### config.mk
export PLATFORM = sky130hd
export DESIGN_NAME = host_mem_rd_burst_gen_flat
export DESIGN_NICKNAME = d
export VERILOG_FILES = /design/src/rtl/host_mem_rd_burst_gen_if.sv /design/src/rtl/host_mem_rd_burst_gen.sv /design/src/flat_wrapper.sv
export SDC_FILE = /design/constraint.sdc
export NUM_CORES = 1
export LEC_CHECK = 0
export BUFFER_PORTS_ARGS = -buffer_cell sky130_fd_sc_hd__buf_2
export CAP_MARGIN = 30
export CORE_AREA = 4 4 442 444
export CTS_CLUSTER_SIZE = 14
export DETAILED_ROUTE_END_ITERATION = 10
export DIE_AREA = 0 0 446 448
export HOLD_SLACK_MARGIN = 0.12
export PLACE_DENSITY = 0.32
export SLEW_MARGIN = 20
export SYNTH_ARGS = -nofsm -noshare
export SYNTH_HDL_FRONTEND = slang
export SYNTH_SLANG_ARGS = --single-unit
### constraint.sdc
create_clock -name clk -period 7.1 [get_ports clk]
set_clock_uncertainty 0.2 [all_clocks]
set_input_delay 1.065 -clock clk [delete_from_list [all_inputs] [get_ports clk]]
set_output_delay 1.065 -clock clk [all_outputs]
set_load 0.01 [all_outputs]
### src/rtl/host_mem_rd_burst_gen_if.sv
// host_mem_rd_burst_gen_if: command, Avalon read and return-stream signals of the read burst generator
interface host_mem_rd_burst_gen_if #(
  parameter int ADDR_W = 42,
  parameter int DATA_W = 512,
  parameter int LEN_W  = 20
);
  logic              cmd_valid;
  logic              cmd_ready;
  logic [ADDR_W-1:0] cmd_addr;
  logic [LEN_W-1:0]  cmd_len;
  logic [ADDR_W-1:0] avm_address;
  logic              avm_read;
  logic [5:0]        avm_burstcount;
  logic              avm_waitrequest;
  logic [DATA_W-1:0] avm_readdata;
  logic              avm_readdatavalid;
  logic [DATA_W-1:0] rd_data;
  logic              rd_valid;
  logic              busy;
  logic              done;
  modport master (
    input  cmd_valid, cmd_addr, cmd_len, avm_waitrequest, avm_readdata, avm_readdatavalid,
    output cmd_ready, avm_address, avm_read, avm_burstcount, rd_data, rd_valid, busy, done
  );
  modport slave (
    output cmd_valid, cmd_addr, cmd_len, avm_waitrequest, avm_readdata, avm_readdatavalid,
    input  cmd_ready, avm_address, avm_read, avm_burstcount, rd_data, rd_valid, busy, done
  );
endinterface

### src/rtl/host_mem_rd_burst_gen.sv
// host_mem_rd_burst_gen: splits (line address, length) commands into page-safe, credit-limited Avalon read bursts
module host_mem_rd_burst_gen #(
  parameter int ADDR_W          = 42,
  parameter int DATA_W          = 512,
  parameter int LEN_W           = 20,
  parameter int MAX_BURST       = 32,
  parameter int PAGE_LINES      = 64,
  parameter int MAX_OUTSTANDING = 128
) (
  input logic clk,
  input logic reset_n,
  host_mem_rd_burst_gen_if.master bus
);
  localparam int PB = $clog2(PAGE_LINES);
  localparam int OW = $clog2(MAX_OUTSTANDING + 1);
  if (MAX_BURST > PAGE_LINES / 2 || MAX_BURST > 63 || MAX_OUTSTANDING < MAX_BURST ||
      PAGE_LINES < 2 || (PAGE_LINES & (PAGE_LINES - 1)) != 0) begin : g_bad_params
    $fatal(1, "host_mem_rd_burst_gen: illegal parameter combination");
  end
  typedef enum logic [1:0] {IDLE, ISSUE, DRAIN, DONE} state_t;
  state_t            state;
  logic [ADDR_W-1:0] addr, addr_n;
  logic [LEN_W-1:0]  remaining, rem_n, to_recv;
  logic [OW-1:0]     outstanding, out_n;
  logic [DATA_W-1:0] data_q;
  logic              acc, rdv_ok, can_issue;
  logic [31:0]       to_page, lim;
  logic [5:0]        b;
  assign bus.rd_data = data_q;
  // Next burst is sized from post-acceptance state so bursts can go out back-to-back.
  always_comb begin
    acc       = bus.avm_read && !bus.avm_waitrequest;
    rdv_ok    = bus.avm_readdatavalid && to_recv != '0;
    addr_n    = acc ? addr + ADDR_W'(bus.avm_burstcount) : addr;
    rem_n     = acc ? remaining - LEN_W'(bus.avm_burstcount) : remaining;
    out_n     = OW'(32'(outstanding) + (acc ? 32'(bus.avm_burstcount) : 32'd0) - (rdv_ok ? 32'd1 : 32'd0));
    to_page   = 32'(PAGE_LINES) - 32'(addr_n[PB-1:0]);
    lim       = to_page < 32'(MAX_BURST) ? to_page : 32'(MAX_BURST);
    b         = 32'(rem_n) < lim ? 6'(rem_n) : 6'(lim);
    can_issue = state == ISSUE && rem_n != '0 && 32'(out_n) + 32'(b) <= 32'(MAX_OUTSTANDING);
  end
  always_ff @(posedge clk or negedge reset_n) begin
    if (!reset_n) begin
      state              <= IDLE;
      bus.cmd_ready      <= 1'b1;
      bus.avm_read       <= 1'b0;
      bus.avm_address    <= '0;
      bus.avm_burstcount <= '0;
      bus.rd_valid       <= 1'b0;
      bus.busy           <= 1'b0;
      bus.done           <= 1'b0;
      data_q             <= '0;
      addr               <= '0;
      remaining          <= '0;
      to_recv            <= '0;
      outstanding        <= '0;
    end else begin
      bus.done     <= 1'b0;
      bus.rd_valid <= rdv_ok;
      if (rdv_ok) begin
        data_q  <= bus.avm_readdata;
        to_recv <= to_recv - LEN_W'(1);
      end
      outstanding <= out_n;
      addr        <= addr_n;
      remaining   <= rem_n;
      // A stalled request keeps address, burstcount and read untouched.
      if (!(bus.avm_read && bus.avm_waitrequest)) begin
        bus.avm_read <= can_issue;
        if (can_issue) begin
          bus.avm_address    <= addr_n;
          bus.avm_burstcount <= b;
        end
      end
      case (state)
        IDLE: if (bus.cmd_valid) begin
          bus.cmd_ready <= 1'b0;
          bus.busy      <= 1'b1;
          addr          <= bus.cmd_addr;
          remaining     <= bus.cmd_len;
          to_recv       <= bus.cmd_len;
          state         <= bus.cmd_len == '0 ? DONE : ISSUE;
        end
        ISSUE: state <= rem_n == '0 ? DRAIN : ISSUE;
        DRAIN: state <= to_recv == '0 ? DONE : DRAIN;
        DONE: begin
          state         <= IDLE;
          bus.done      <= 1'b1;
          bus.busy      <= 1'b0;
          bus.cmd_ready <= 1'b1;
        end
      endcase
    end
  end
`ifndef SYNTHESIS
  assert property (@(posedge clk) disable iff (!reset_n) !(bus.avm_readdatavalid && to_recv == '0))
    else $error("readdatavalid with no lines outstanding");
`endif
endmodule
### src/flat_wrapper.sv
// flat-port wrapper written by rule: the top's interface ports become plain ports
module host_mem_rd_burst_gen_flat 
#(
  parameter int ADDR_W          = 42,
  parameter int DATA_W          = 512,
  parameter int LEN_W           = 20,
  parameter int MAX_BURST       = 32,
  parameter int PAGE_LINES      = 64,
  parameter int MAX_OUTSTANDING = 128
)
  (clk, reset_n, bus_cmd_valid, bus_cmd_addr, bus_cmd_len, bus_avm_waitrequest, bus_avm_readdata, bus_avm_readdatavalid, bus_cmd_ready, bus_avm_address, bus_avm_read, bus_avm_burstcount, bus_rd_data, bus_rd_valid, bus_busy, bus_done);
  host_mem_rd_burst_gen_if #(.ADDR_W(ADDR_W), .DATA_W(DATA_W), .LEN_W(LEN_W)) bus_i ();
  input logic clk;
  input logic reset_n;
  input wire logic [$bits(bus_i.cmd_valid)-1:0] bus_cmd_valid;
  input wire logic [$bits(bus_i.cmd_addr)-1:0] bus_cmd_addr;
  input wire logic [$bits(bus_i.cmd_len)-1:0] bus_cmd_len;
  input wire logic [$bits(bus_i.avm_waitrequest)-1:0] bus_avm_waitrequest;
  input wire logic [$bits(bus_i.avm_readdata)-1:0] bus_avm_readdata;
  input wire logic [$bits(bus_i.avm_readdatavalid)-1:0] bus_avm_readdatavalid;
  output wire logic [$bits(bus_i.cmd_ready)-1:0] bus_cmd_ready;
  output wire logic [$bits(bus_i.avm_address)-1:0] bus_avm_address;
  output wire logic [$bits(bus_i.avm_read)-1:0] bus_avm_read;
  output wire logic [$bits(bus_i.avm_burstcount)-1:0] bus_avm_burstcount;
  output wire logic [$bits(bus_i.rd_data)-1:0] bus_rd_data;
  output wire logic [$bits(bus_i.rd_valid)-1:0] bus_rd_valid;
  output wire logic [$bits(bus_i.busy)-1:0] bus_busy;
  output wire logic [$bits(bus_i.done)-1:0] bus_done;
  assign bus_i.cmd_valid = bus_cmd_valid;
  assign bus_i.cmd_addr = bus_cmd_addr;
  assign bus_i.cmd_len = bus_cmd_len;
  assign bus_i.avm_waitrequest = bus_avm_waitrequest;
  assign bus_i.avm_readdata = bus_avm_readdata;
  assign bus_i.avm_readdatavalid = bus_avm_readdatavalid;
  assign bus_cmd_ready = bus_i.cmd_ready;
  assign bus_avm_address = bus_i.avm_address;
  assign bus_avm_read = bus_i.avm_read;
  assign bus_avm_burstcount = bus_i.avm_burstcount;
  assign bus_rd_data = bus_i.rd_data;
  assign bus_rd_valid = bus_i.rd_valid;
  assign bus_busy = bus_i.busy;
  assign bus_done = bus_i.done;
  host_mem_rd_burst_gen #(.ADDR_W(ADDR_W), .DATA_W(DATA_W), .LEN_W(LEN_W), .MAX_BURST(MAX_BURST), .PAGE_LINES(PAGE_LINES), .MAX_OUTSTANDING(MAX_OUTSTANDING)) u_core (.clk(clk), .reset_n(reset_n), .bus(bus_i));
endmodule
==> flow_metrics.env, run 1 <==
export IMPL_final_util_pct=20.89
export IMPL_setup_viol=0
export IMPL_maxSlewViolCount=0
export IMPL_layout_filler_cells=21503
export IMPL_comb_power_share_pct=36.7
export IMPL_routed_wire_length_per_instance_um=21.11
export IMPL_met1_length_um=57770
export IMPL_actual_slew_at_the_worst_max_slew_pin_ps=1050
export IMPL_layout_cell_area_non_filler_um2=40020
export IMPL_crit_path_max_fanout=5
export IMPL_synth_async_sr_flop_share_pct=100.0
export IMPL_yosysUniqueCellTypes=67
export IMPL_place_congestion=0.8336
export IMPL_worst_slew_margin_rel_pct=30.03
export IMPL_worstSetupPathType="reg2reg"
export IMPL_wl_met2_um=71100
export IMPL_met3WireLength_um=11130
export IMPL_highest_signal_layer="met5"
export IMPL_synth_sequential_area_ratio_pct=59.95
export IMPL_clock_sink_count=657
export IMPL_hpwl_detailed_um=112500
export IMPL_grt_overflow=0
export IMPL_tritoncts_buffers=89
export IMPL_vias=25034
export IMPL_final_net_count=4852
export IMPL_clk_insertion_delay_late_ps=710
export IMPL_power_density_cell_area_nw_per_um2=376.0
export IMPL_antenna_left=0
export IMPL_max_cap_violations=0
export IMPL_core_um2=191600
export IMPL_drt_initial_drc_count=1438
export IMPL_total_leakage_power_nw=21.29
export IMPL_critical_path_max_stage_delay_ps=550
export IMPL_critical_path_most_common_cell="a21o_1"
export IMPL_swShare_pct=35.67
export IMPL_htree_levels=3
export IMPL_vdd_ir_drop_worst_uv=206.9
export IMPL_grt_first_pass_wirelength_um=199800
export IMPL_synthesis_area_um2=27430
export IMPL_nets_in_the_synthesized_netlist=3654
export IMPL_die_width_um=446
export IMPL_cell_chosen_for_the_clock_root="clkbuf_16"
export IMPL_worstPathArrival_ps=7310
export IMPL_worst_setup_path_start_kind="register"
export IMPL_initial_utilization_pct=14.32
export IMPL_top_ff_cell_synth="dfrtp_1"
export IMPL_grtUsageTotal_pct=13.93
export IMPL_post_route_cells_drive_above_1_share_pct=33.80
export IMPL_worst_hold_path_type="reg2reg"
export IMPL_syn_mean_instance_area_um2=9.045
export IMPL_critical_path_required_ps=7480
export IMPL_route_detailed_vias_per_inst=3.655
export IMPL_place_port_buffers=1143
export IMPL_vias_in_the_first_global_route=25980
export IMPL_dr_pass1_iters=5
export IMPL_achievable_frequency_mhz=144.4
export IMPL_syn_to_final_growth_pct=45.92
export IMPL_detail_route_wirelength_um=144600
export IMPL_rsz_0062_raised_after_global_routing="yes"
export IMPL_finalCriticalPeriod_ps=6927
export IMPL_critical_path_slowest_cell="or4b_4"
export IMPL_post_route_drc_count=0
export IMPL_postSynthRegisterBits=657
export IMPL_sequential_power_share_pct=32.7
export IMPL_ys_warn_count=0
export IMPL_fp_dieArea_um2=199800
export IMPL_portion_of_total_power_attributed_to_the_clock_network_pct=30.6
export IMPL_p_sw_mw=5.368
export IMPL_final_min_period_over_clock_period_pct=97.57
export IMPL_pin_count_of_the_biggest_net_entering_global_routing=157
export IMPL_status="finished clean"
export IMPL_rows=161
export IMPL_end_kind="register"
export IMPL_grt_antenna_before_repair=99
export IMPL_fp_dieH_um=448
export IMPL_path_clk_slew_ps=70
export IMPL_top_level_ports=1144
export IMPL_tritoncts="built"
export IMPL_internal_power_mw=9.681
export IMPL_final_count_of_hold_timing_violations=0
export IMPL_detailed_place_area_um2=36530
export IMPL_clock_path_buffers=3
export IMPL_postSynthCellCount=3032
export IMPL_synth_edf_count=0
==> cell usage in the layout (no fill, tap or decap), types with 5 or more instances in the layout <==
cell type  Yosys  layout
clkinv_2       0      16
mux2_1        19      12
clkbuf_1     131      22
buf_12         2       8
a21oi_1       83      79
inv_1         77      76
nand2_1     1586    1583
ha_4           0       6
o21ai_0       15      13
xnor2_1       55      54
clkbuf_8       0      20
mux2i_1       37      31
mux2_4         0       7
a21o_1        11      11
nor2_1        92      90
diode_2        0      22
or4_1          7       7
and4_1         9       9
or3_1          6       6
buf_2          3    1143
nor2b_1        7       7
ha_1          39      32
buf_6          2       6
nand4_1       12      12
nor3_1        21      21
buf_4          1      88
nand3_1       14      12
mux2i_2        0       5
dfrtp_1      656     656
o21a_1         5       5
xor2_1        23      23
nor4_1        14      14
and3_1        15      15
clkbuf_16      0      90
a211oi_1       6       6
mux2_2         9       9
==> critical path: cells and delay by family, from the launching register on <==
kind	cells	cell delay (ps)
buf+inv	4	760
compound gates	10	1730
flops	1	400
simple gates	9	2000
mux	2	500
fa+ha+maj	4	1190
==> logic make-up (layout without fill, tap and decap cells) <==
kind of cell / Yosys count / in the layout / share of synthesized area [%]
AOI/OAI and AO/OA: 151 / 151 / 3.413
and+or+nand+nor: 1817 / 1817 / 26.35
xor gates and xnor gates: 78 / 78 / 2.491
buffers and inverters: 221 / 1491 / 3.225
DFF: 657 / 657 / 59.95
adders and majority gates: 43 / 43 / 2.071
muxes: 65 / 65 / 2.500
other: 0 / 22 / 0
==> state kept, by name, indices dropped and copies added, names as in the netlist, 2 cells and up <==
name / flops
u_core.bus.rd_data: 512
u_core.addr: 42
u_core.bus.avm_address: 42
u_core.remaining: 20
u_core.to_recv: 20
u_core.outstanding: 8
u_core.bus.avm_burstcount: 6
u_core.state: 2
==> final timing paths <==
check / start / end / slack, ps / cells past startpoint
setup reg to reg: u_core.bus.avm_burstcount[0] / u_core.bus.avm_burstcount[3] / 170 / 29
min in group asynchronous: reset_n / u_core.bus.rd_data[72] / 770 / 2
setup / recovery: u_core.bus.avm_burstcount[0] / u_core.bus.avm_burstcount[3] / 170 / 29
hold / removal: u_core.bus.cmd_ready / u_core.bus.cmd_ready / 260 / 2
hold reg to reg: u_core.bus.cmd_ready / u_core.bus.cmd_ready / 260 / 2
max in group asynchronous: reset_n / u_core.bus.rd_data[360] / 4510 / 3
==> layout make-up <==
cell class                 count  area (um^2)  area share (%)
clock inverter                31        340.3          0.8504
clock buffer                 132         2610           6.522
multi-input combinational   2154        10390           25.96
antenna                       22        55.05          0.1376
tap                         2526         3161           7.897
timing repair buffer        1250         6721           16.80
sequential                   657        16440           41.08
inverter                      78        300.3          0.7504
==> cell usage after synthesis (all sizes together) (2+ instances only) <==
library cell,instances,area share [%]
nand2b,5,0.11
clkbuf,131,1.8
o2111ai,3,0.096
nor3,21,0.38
or3,7,0.18
nand3,14,0.26
a21o,11,0.30
ha,39,1.8
nor4,14,0.32
mux2i,37,1.4
mux2,28,1.1
nand3b,2,0.055
buf,12,0.36
dfrtp,656,60
o21ai,15,0.27
o31a,4,0.13
a31oi,4,0.091
nor3b,4,0.11
a21oi,83,1.5
and4,9,0.29
and3,15,0.34
fa,4,0.29
or4b,3,0.11
nor4b,4,0.13
o211ai,4,0.13
inv,78,1.1
or2,5,0.11
nand4,14,0.36
a221oi,2,0.064
o21a,5,0.14
nor4bb,3,0.11
nor2,92,1.3
xnor2,55,1.8
nor2b,7,0.16
or4,8,0.23
a211oi,7,0.24
and2,2,0.046
nand2,1586,22
xor2,23,0.73
==> metal layers <==
layer	vias up	track usage [%]
met2	827	23.62
met1	11878	16.35
met4	74	4.735
met3	288	4.837
met5	-	0.3608
li1	11967	-
==> power groups by stage <==
stage	clock network, mW	registers (mW)	logic [mW]
after global routing	4.96	5.01	6.11
final	4.61	4.92	5.52
after floorplan	0	5.09	2.68
after CTS	4.82	4.92	5.35
after detailed placement	0	4.97	4.91
after global placement	0	4.97	4.91
==> what timing repair did <==
item,4_1_cts,5_1_grt
cloned,2,0
pin swaps,11,24
resized for setup,32,34
buffers inserted,12,6
hold buffers,1,0
endpoints found under the setup margin,48,48
hold endpoints to repair,8,0
==> metrics by stage <==
stage	total power, mW	setup WS (ps)	std cells	TNS [ps]	hold WS (ps)
global route	16.08	-133.2	6847	-3109	269.1
finish	15.05	172.9	6850	0	264.5
floorplan	7.765	67.91	3032	0	264.5
CTS	15.09	7.122	6824	0	223.4
global placement	9.881	-454.6	6642	-20220	251.9
detailed placement	9.888	-451.8	6646	-19860	256.6
No activity file was read; power rests on OpenSTA's default activity.
==> inputs of run 2 (changes only) <==
--- a/config.mk
+++ b/config.mk
@@ -7,12 +7,14 @@
 export LEC_CHECK = 0
 export BUFFER_PORTS_ARGS = -buffer_cell sky130_fd_sc_hd__buf_2
 export CAP_MARGIN = 30
-export CORE_AREA = 4 4 442 444
+export CELL_PAD_IN_SITES_DETAIL_PLACEMENT = 0
+export CELL_PAD_IN_SITES_GLOBAL_PLACEMENT = 2
+export CORE_AREA = 4 4 447 449
 export CTS_CLUSTER_SIZE = 14
 export DETAILED_ROUTE_END_ITERATION = 10
-export DIE_AREA = 0 0 446 448
+export DIE_AREA = 0 0 451 453
 export HOLD_SLACK_MARGIN = 0.12
-export PLACE_DENSITY = 0.32
+export PLACE_DENSITY = 0.46
 export SLEW_MARGIN = 20
 export SYNTH_ARGS = -nofsm -noshare
 export SYNTH_HDL_FRONTEND = slang
==> constraint.sdc (replaced) <==
create_clock -name clk -period 7 [get_ports clk]
set_clock_uncertainty 0.2 [all_clocks]
set_input_delay 1.05 -clock clk [delete_from_list [all_inputs] [get_ports clk]]
set_output_delay 1.05 -clock clk [all_outputs]
set_load 0.01 [all_outputs]
==> run 2 against run 1 <==
Worst setup slack lost 66 ps. Sequential share of layout area shrank 0.47 points. First-iteration DRC count shrank 15%. Critical path type unchanged. Core utilization shrank 0.26 points. Global-route usage grew 0.70 points. Count of clock-buffer cells in the layout grew 13. Highest routed layer unchanged. Clock power grew 8.0%. Sequential power grew 1%. Hold slack lost 0.95 ps.
==> flow_metrics.env, run 2 (synthesized netlist as in run 1, its figures left out) <==
export IMPL_pin_count_of_the_biggest_net_entering_global_routing=172
export IMPL_antenna_left=0
export IMPL_clock_path_buffers=3
export IMPL_final_min_period_over_clock_period_pct=98.47
export IMPL_grt_antenna_before_repair=112
export IMPL_dr_pass1_iters=5
export IMPL_multi_input_comb_area_um2=10440
export IMPL_layout_cell_area_non_filler_um2=40480
export IMPL_clock_sink_count=657
export IMPL_hpwl_detailed_um=119600
export IMPL_core_um2=196200
export IMPL_vias_in_the_first_global_route=26216
export IMPL_layoutNonFillerInstCount=6980
export IMPL_syn_to_final_growth_pct=47.60
export IMPL_vdd_ir_drop_worst_uv=198.6
export IMPL_routed_wire_length_per_instance_um=22.11
export IMPL_cell_chosen_for_the_clock_root="clkbuf_16"
export IMPL_tritoncts="built"
export IMPL_worstSetupPathType="reg2reg"
export IMPL_actual_slew_at_the_worst_max_slew_pin_ps=1078
export IMPL_final_net_count=4850
export IMPL_achievable_frequency_mhz=145.1
export IMPL_critical_path_max_stage_delay_ps=550
export IMPL_grt_overflow=0
export IMPL_critical_path_slowest_cell="or4b_4"
export IMPL_dpl_worst_slack_ps=-491.6
export IMPL_worstPathArrival_ps=7270
export IMPL_fin_tns_setup_ps=0
export IMPL_tritoncts_buffers=93
export IMPL_setup_viol=0
export IMPL_rows=163
export IMPL_place_port_buffers=1143
export IMPL_worst_setup_path_start_kind="register"
export IMPL_die_width_um=451
export IMPL_post_route_drc_count=0
export IMPL_rsz_0062_raised_after_global_routing="yes"
export IMPL_grt_first_pass_wirelength_um=212100
export IMPL_dp_cells=6761
export IMPL_initial_utilization_pct=13.98
export IMPL_layout_filler_cells=22188
export IMPL_place_congestion=0.8077
export IMPL_total_leakage_power_nw=21.42
export IMPL_largest_reg_flops=512
export IMPL_path_clk_slew_ps=60
export IMPL_detail_route_wirelength_um=154300
export IMPL_grtUsageTotal_pct=14.63
export IMPL_status="finished clean"
export IMPL_worst_slew_margin_rel_pct=28.16
export IMPL_top_level_ports=1144
export IMPL_drt_initial_drc_count=1229
export IMPL_route_detailed_vias_per_inst=3.601
export IMPL_worst_hold_path_type="reg2reg"
export IMPL_final_util_pct=20.63
export IMPL_power_density_cell_area_nw_per_um2=388.7
export IMPL_fp_dieArea_um2=204300
export IMPL_crit_path_max_fanout=7
export IMPL_final_seq_area_um2=16440
export IMPL_critical_path_most_common_cell="buf_6"
export IMPL_setup_slack_ps=106.9
export IMPL_highest_count_cells_in_the_layout_ignoring_fill_and_taps="nand2_1 (1584), buf_2 (1143), dfrtp_1 (656), clkbuf_16 (95), nor2_1 (90)"
export IMPL_post_route_cells_drive_above_1_share_pct=33.97
export IMPL_detailed_place_area_um2=36660
export IMPL_end_kind="register"
export IMPL_maxSlewViolCount=0
export IMPL_htree_levels=3
export IMPL_fp_dieH_um=453
export IMPL_clk_insertion_delay_late_ps=700
export IMPL_final_count_of_hold_timing_violations=0
export IMPL_mostFrequentLayoutCell="nand2_1"
export IMPL_vias=25136
export IMPL_finalCriticalPeriod_ps=6893
export IMPL_max_cap_violations=0
export IMPL_critical_path_required_ps=7380
==> run 2: changes by cell type in the layout (fill, tap and decap cells not counted), moves of 4 or more <==
cell,previous run,this run
clkinv_2,16,7
mux2_1,12,4
inv_16,4,0
mux2_4,7,15
buf_4,88,76
clkbuf_8,20,32
diode_2,22,42
clkbuf_1,22,18
clkbuf_16,90,95
==> run 2: final timing paths <==
check	to	slack, ps	depth (start not counted)	startpoint
min in group asynchronous	u_core.remaining[7]	710	2	reset_n
worst max register to register	u_core.bus.avm_address[26]	110	30	u_core.bus.avm_burstcount[0]
worst max-delay path	u_core.bus.avm_address[26]	110	30	u_core.bus.avm_burstcount[0]
max in group asynchronous	u_core.bus.rd_data[343]	4410	3	reset_n
worst min-delay path	u_core.bus.rd_data[204]	260	2	u_core.bus.rd_data[204]
worst min register to register	u_core.bus.rd_data[204]	260	2	u_core.bus.rd_data[204]
==> run 2: stage by stage <==
stage / hold slack (ps) / power, mW
after floorplan: 264.5 / 7.882
after global placement: 246.8 / 10.10
after detailed placement: 248.5 / 10.10
after CTS: 122.0 / 15.76
after global routing: 251.3 / 16.85
final: 263.6 / 15.74
==> run 2: layout make-up <==
| class | count | area share, % |
|---|---|---|
| clock inverters | 20 | 0.7140 |
| repair buffers | 1244 | 16.59 |
| diodes | 42 | 0.2596 |
| well taps | 2640 | 8.160 |
| multi-input cells | 2154 | 25.79 |
| clock buffers | 145 | 7.128 |
| inverters | 78 | 0.7418 |
| flip-flops and latches | 657 | 40.62 |
==> run 2: metal layers <==
layer / wire length [um] / track usage (%)
met1: 59740 / 16.54
met2: 76090 / 24.91
met3: 12040 / 5.700
met4: 6062 / 5.423
met5: 412 / 0
==> run 2: where the power goes <==
part           internal (mW)  total (mW)  switching, mW
Sequential              4.51        4.98          0.468
Clock                   3.03        4.98           1.95
Combinational           2.64        5.77           3.13
Total                   10.2        15.7           5.55
==> run 2: critical path: cells and delay by family, from the launching register on <==
family | cells | cell delay (ps)
flip-flops | 1 | 410
AND/OR/NAND/NOR | 8 | 1880
multiplexers | 2 | 490
buffers and inverters | 6 | 820
adder cells (fa/ha/maj) | 4 | 1120
AO/OA/AOI/OAI | 10 | 1830
==> run 2: repair_timing <==
action | in CTS | in global routing
endpoints found under the setup margin | 48 | 48
hold endpoints to repair | 0 | 1
gates cloned | 2 | 0
pin swaps | 20 | 13
setup buffers | 8 | 0
hold buffers | 0 | 1
gates resized for setup | 40 | 32
==> inputs of run 3 (changes only) <==
--- a/config.mk
+++ b/config.mk
@@ -5,7 +5,7 @@
 export SDC_FILE = /design/constraint.sdc
 export NUM_CORES = 1
 export LEC_CHECK = 0
-export BUFFER_PORTS_ARGS = -buffer_cell sky130_fd_sc_hd__buf_2
+export BUFFER_PORTS_ARGS = -buffer_cell sky130_fd_sc_hd__clkbuf_2
 export CAP_MARGIN = 30
 export CELL_PAD_IN_SITES_DETAIL_PLACEMENT = 0
 export CELL_PAD_IN_SITES_GLOBAL_PLACEMENT = 2
@@ -15,6 +15,7 @@
 export DIE_AREA = 0 0 451 453
 export HOLD_SLACK_MARGIN = 0.12
 export PLACE_DENSITY = 0.46
+export REMOVE_ABC_BUFFERS = 1
 export SLEW_MARGIN = 20
 export SYNTH_ARGS = -nofsm -noshare
 export SYNTH_HDL_FRONTEND = slang
==> run 3 against run 2 <==
Critical path depth is 2 lower. Critical path type unchanged. Non-clock buffer count decreased by 7. Maximum frequency is 0.41% higher. Via count down 2.4%. Combinational power fell by 1%. Critical endpoint unchanged. First-iteration DRC count rose by 2.4%. Die area stayed put. Power increased by 0.36%. Register-to-register slack better by 30 ps. Hold slack got worse by 53 ps. Sequential cell count did not move. Largest power group unchanged.
==> flow_metrics.env, run 3 (synthesized netlist as in run 1, its figures left out) <==
export IMPL_status="finished clean"
export IMPL_worst_path_dominant_cell_family="compound AO/OA/AOI/OAI gates"
export IMPL_top_level_ports=1144
export IMPL_finalCriticalPeriod_ps=6865
export IMPL_final_min_period_over_clock_period_pct=98.07
export IMPL_worst_slew_margin_rel_pct=20.93
export IMPL_routed_wire_length_per_instance_um=21.14
export IMPL_worst_hold_path_type="in2async"
export IMPL_dp_cells=6755
export IMPL_dpl_worst_slack_ps=-530.8
export IMPL_worstPathBufferInverterCount=3
export IMPL_dr_pass1_iters=5
export IMPL_achievable_frequency_mhz=145.7
export IMPL_critical_path_max_stage_delay_ps=550
export IMPL_initial_utilization_pct=13.98
export IMPL_holdWs_ps=210.9
export IMPL_antenna_left=0
export IMPL_vias=24537
export IMPL_core_um2=196200
export IMPL_power_density_cell_area_nw_per_um2=390.9
export IMPL_fp_dieH_um=453
export IMPL_fp_dieArea_um2=204300
export IMPL_worstPathArrival_ps=7250
export IMPL_worst_setup_path_startpoint="u_core.bus.avm_burstcount[0]"
export IMPL_grtUsageTotal_pct=13.93
export IMPL_post_route_drc_count=0
export IMPL_htree_levels=3
export IMPL_crit_path_max_fanout=7
export IMPL_end_point_of_the_critical_path="u_core.bus.avm_address[26]"
export IMPL_worst_setup_path_start_kind="register"
export IMPL_pin_count_of_the_biggest_net_entering_global_routing=170
export IMPL_actual_slew_at_the_worst_max_slew_pin_ps=1186
export IMPL_grt_antenna_before_repair=53
export IMPL_critical_path_required_ps=7390
export IMPL_rsz_0062_raised_after_global_routing="yes"
export IMPL_critical_path_most_common_cell="a21o_1"
export IMPL_max_cap_violations=0
export IMPL_timing_reg2reg_setup_slack_ps=140
export IMPL_vias_in_the_first_global_route=26042
export IMPL_detail_route_wirelength_um=146900
export IMPL_place_port_buffers=1143
export IMPL_worstSetupPathType="reg2reg"
export IMPL_final_net_count=4842
export IMPL_post_cts_hold_buffer_count=0
export IMPL_hpwl_detailed_um=112300
export IMPL_p_total_mw=15.79
export IMPL_place_congestion=0.8117
export IMPL_rows=163
export IMPL_final_util_pct=20.59
export IMPL_clk_insertion_delay_late_ps=710
export IMPL_clock_path_buffers=3
export IMPL_syn_to_final_growth_pct=47.31
export IMPL_tritoncts_buffers=92
export IMPL_vdd_ir_drop_worst_uv=257.2
export IMPL_critical_path_reg2reg_startpoint="u_core.bus.avm_burstcount[0]"
export IMPL_post_route_cells_drive_above_1_share_pct=33.97
export IMPL_maxSlewViolCount=0
export IMPL_grt_overflow=0
export IMPL_clock_sink_count=657
export IMPL_route_detailed_vias_per_inst=3.531
export IMPL_final_count_of_hold_timing_violations=0
export IMPL_mostFrequentLayoutCell="nand2_1"
export IMPL_highest_count_cells_in_the_layout_ignoring_fill_and_taps="nand2_1 (1583), clkbuf_2 (1142), dfrtp_1 (656), clkbuf_16 (93), nor2_1 (91)"
export IMPL_setup_viol=0
export IMPL_total_leakage_power_nw=21.56
export IMPL_regToRegEndpoint="u_core.bus.avm_address[26]"
export IMPL_path_depth=28
export IMPL_path_clk_slew_ps=60
export IMPL_grt_first_pass_wirelength_um=205200
export IMPL_die_width_um=451
export IMPL_layoutNonFillerInstCount=6950
export IMPL_end_kind="register"
export IMPL_largest_reg_flops=512
export IMPL_cell_chosen_for_the_clock_root="clkbuf_16"
export IMPL_worst_r2r_cell_count=28
export IMPL_critical_path_slowest_cell="or4b_4"
export IMPL_drt_initial_drc_count=1258
export IMPL_setup_slack_ps=135.4
export IMPL_tritoncts="built"
run 3: where the power goes:
| part | switching [mW] | internal (mW) | leakage (nW) |
|---|---|---|---|
| clock network | 2.01 | 3.09 | 1.60 |
| registers | 0.486 | 4.51 | 7.89 |
| logic | 3.04 | 2.65 | 12.1 |
| total | 5.54 | 10.3 | 21.6 |
run 3: layout make-up:
cell class	count	area (um^2)
repair buffers	1237	6650
inverters	78	300.3
multi-input cells	2154	10410
clock buffers	139	2750
clock inverters	33	513.0
flip-flops and latches	657	16440
diodes	12	30.03
fillers	22173	155800
well taps	2640	3303
run 3: how the worst min path moves through the flow:
stage / startpoint / end / cells past startpoint / slack [ps]
after detailed placement: u_core.bus.cmd_ready / u_core.bus.cmd_ready / 2 / 260
after CTS: reset_n / u_core.to_recv[13] / 1 / 160
after global placement: u_core.bus.cmd_ready / u_core.bus.cmd_ready / 2 / 250
after floorplan: u_core.bus.cmd_ready / u_core.bus.cmd_ready / 2 / 260
final: reset_n / u_core.to_recv[12] / 1 / 210
after global routing: reset_n / u_core.to_recv[12] / 1 / 220
run 3: repair_timing:
| action | in CTS | in global routing |
|---|---|---|
| setup buffers | 8 | 3 |
| cloned | 2 | 0 |
| resized for setup | 41 | 41 |
| setup endpoints to repair | 48 | 48 |
| pin swaps | 18 | 24 |
run 3: metal layers:
layer / vias to the layer above / GRT usage [%] / part of all wire, %
li1: 11924 / - / -
met4: 46 / 3.497 / 1.9
met5: - / 0 / 0.21
met3: 180 / 4.679 / 7.2
met2: 665 / 24.75 / 51
met1: 11722 / 16.03 / 40
run 3: metrics by stage:
stage | cell area (um^2) | setup TNS [ps]
after CTS | 40220 | -12.33
final | 40400 | 0
after global routing | 40380 | -5185
after global placement | 36640 | -23680
after detailed placement | 36640 | -22800
after floorplan | 26830 | -5035010
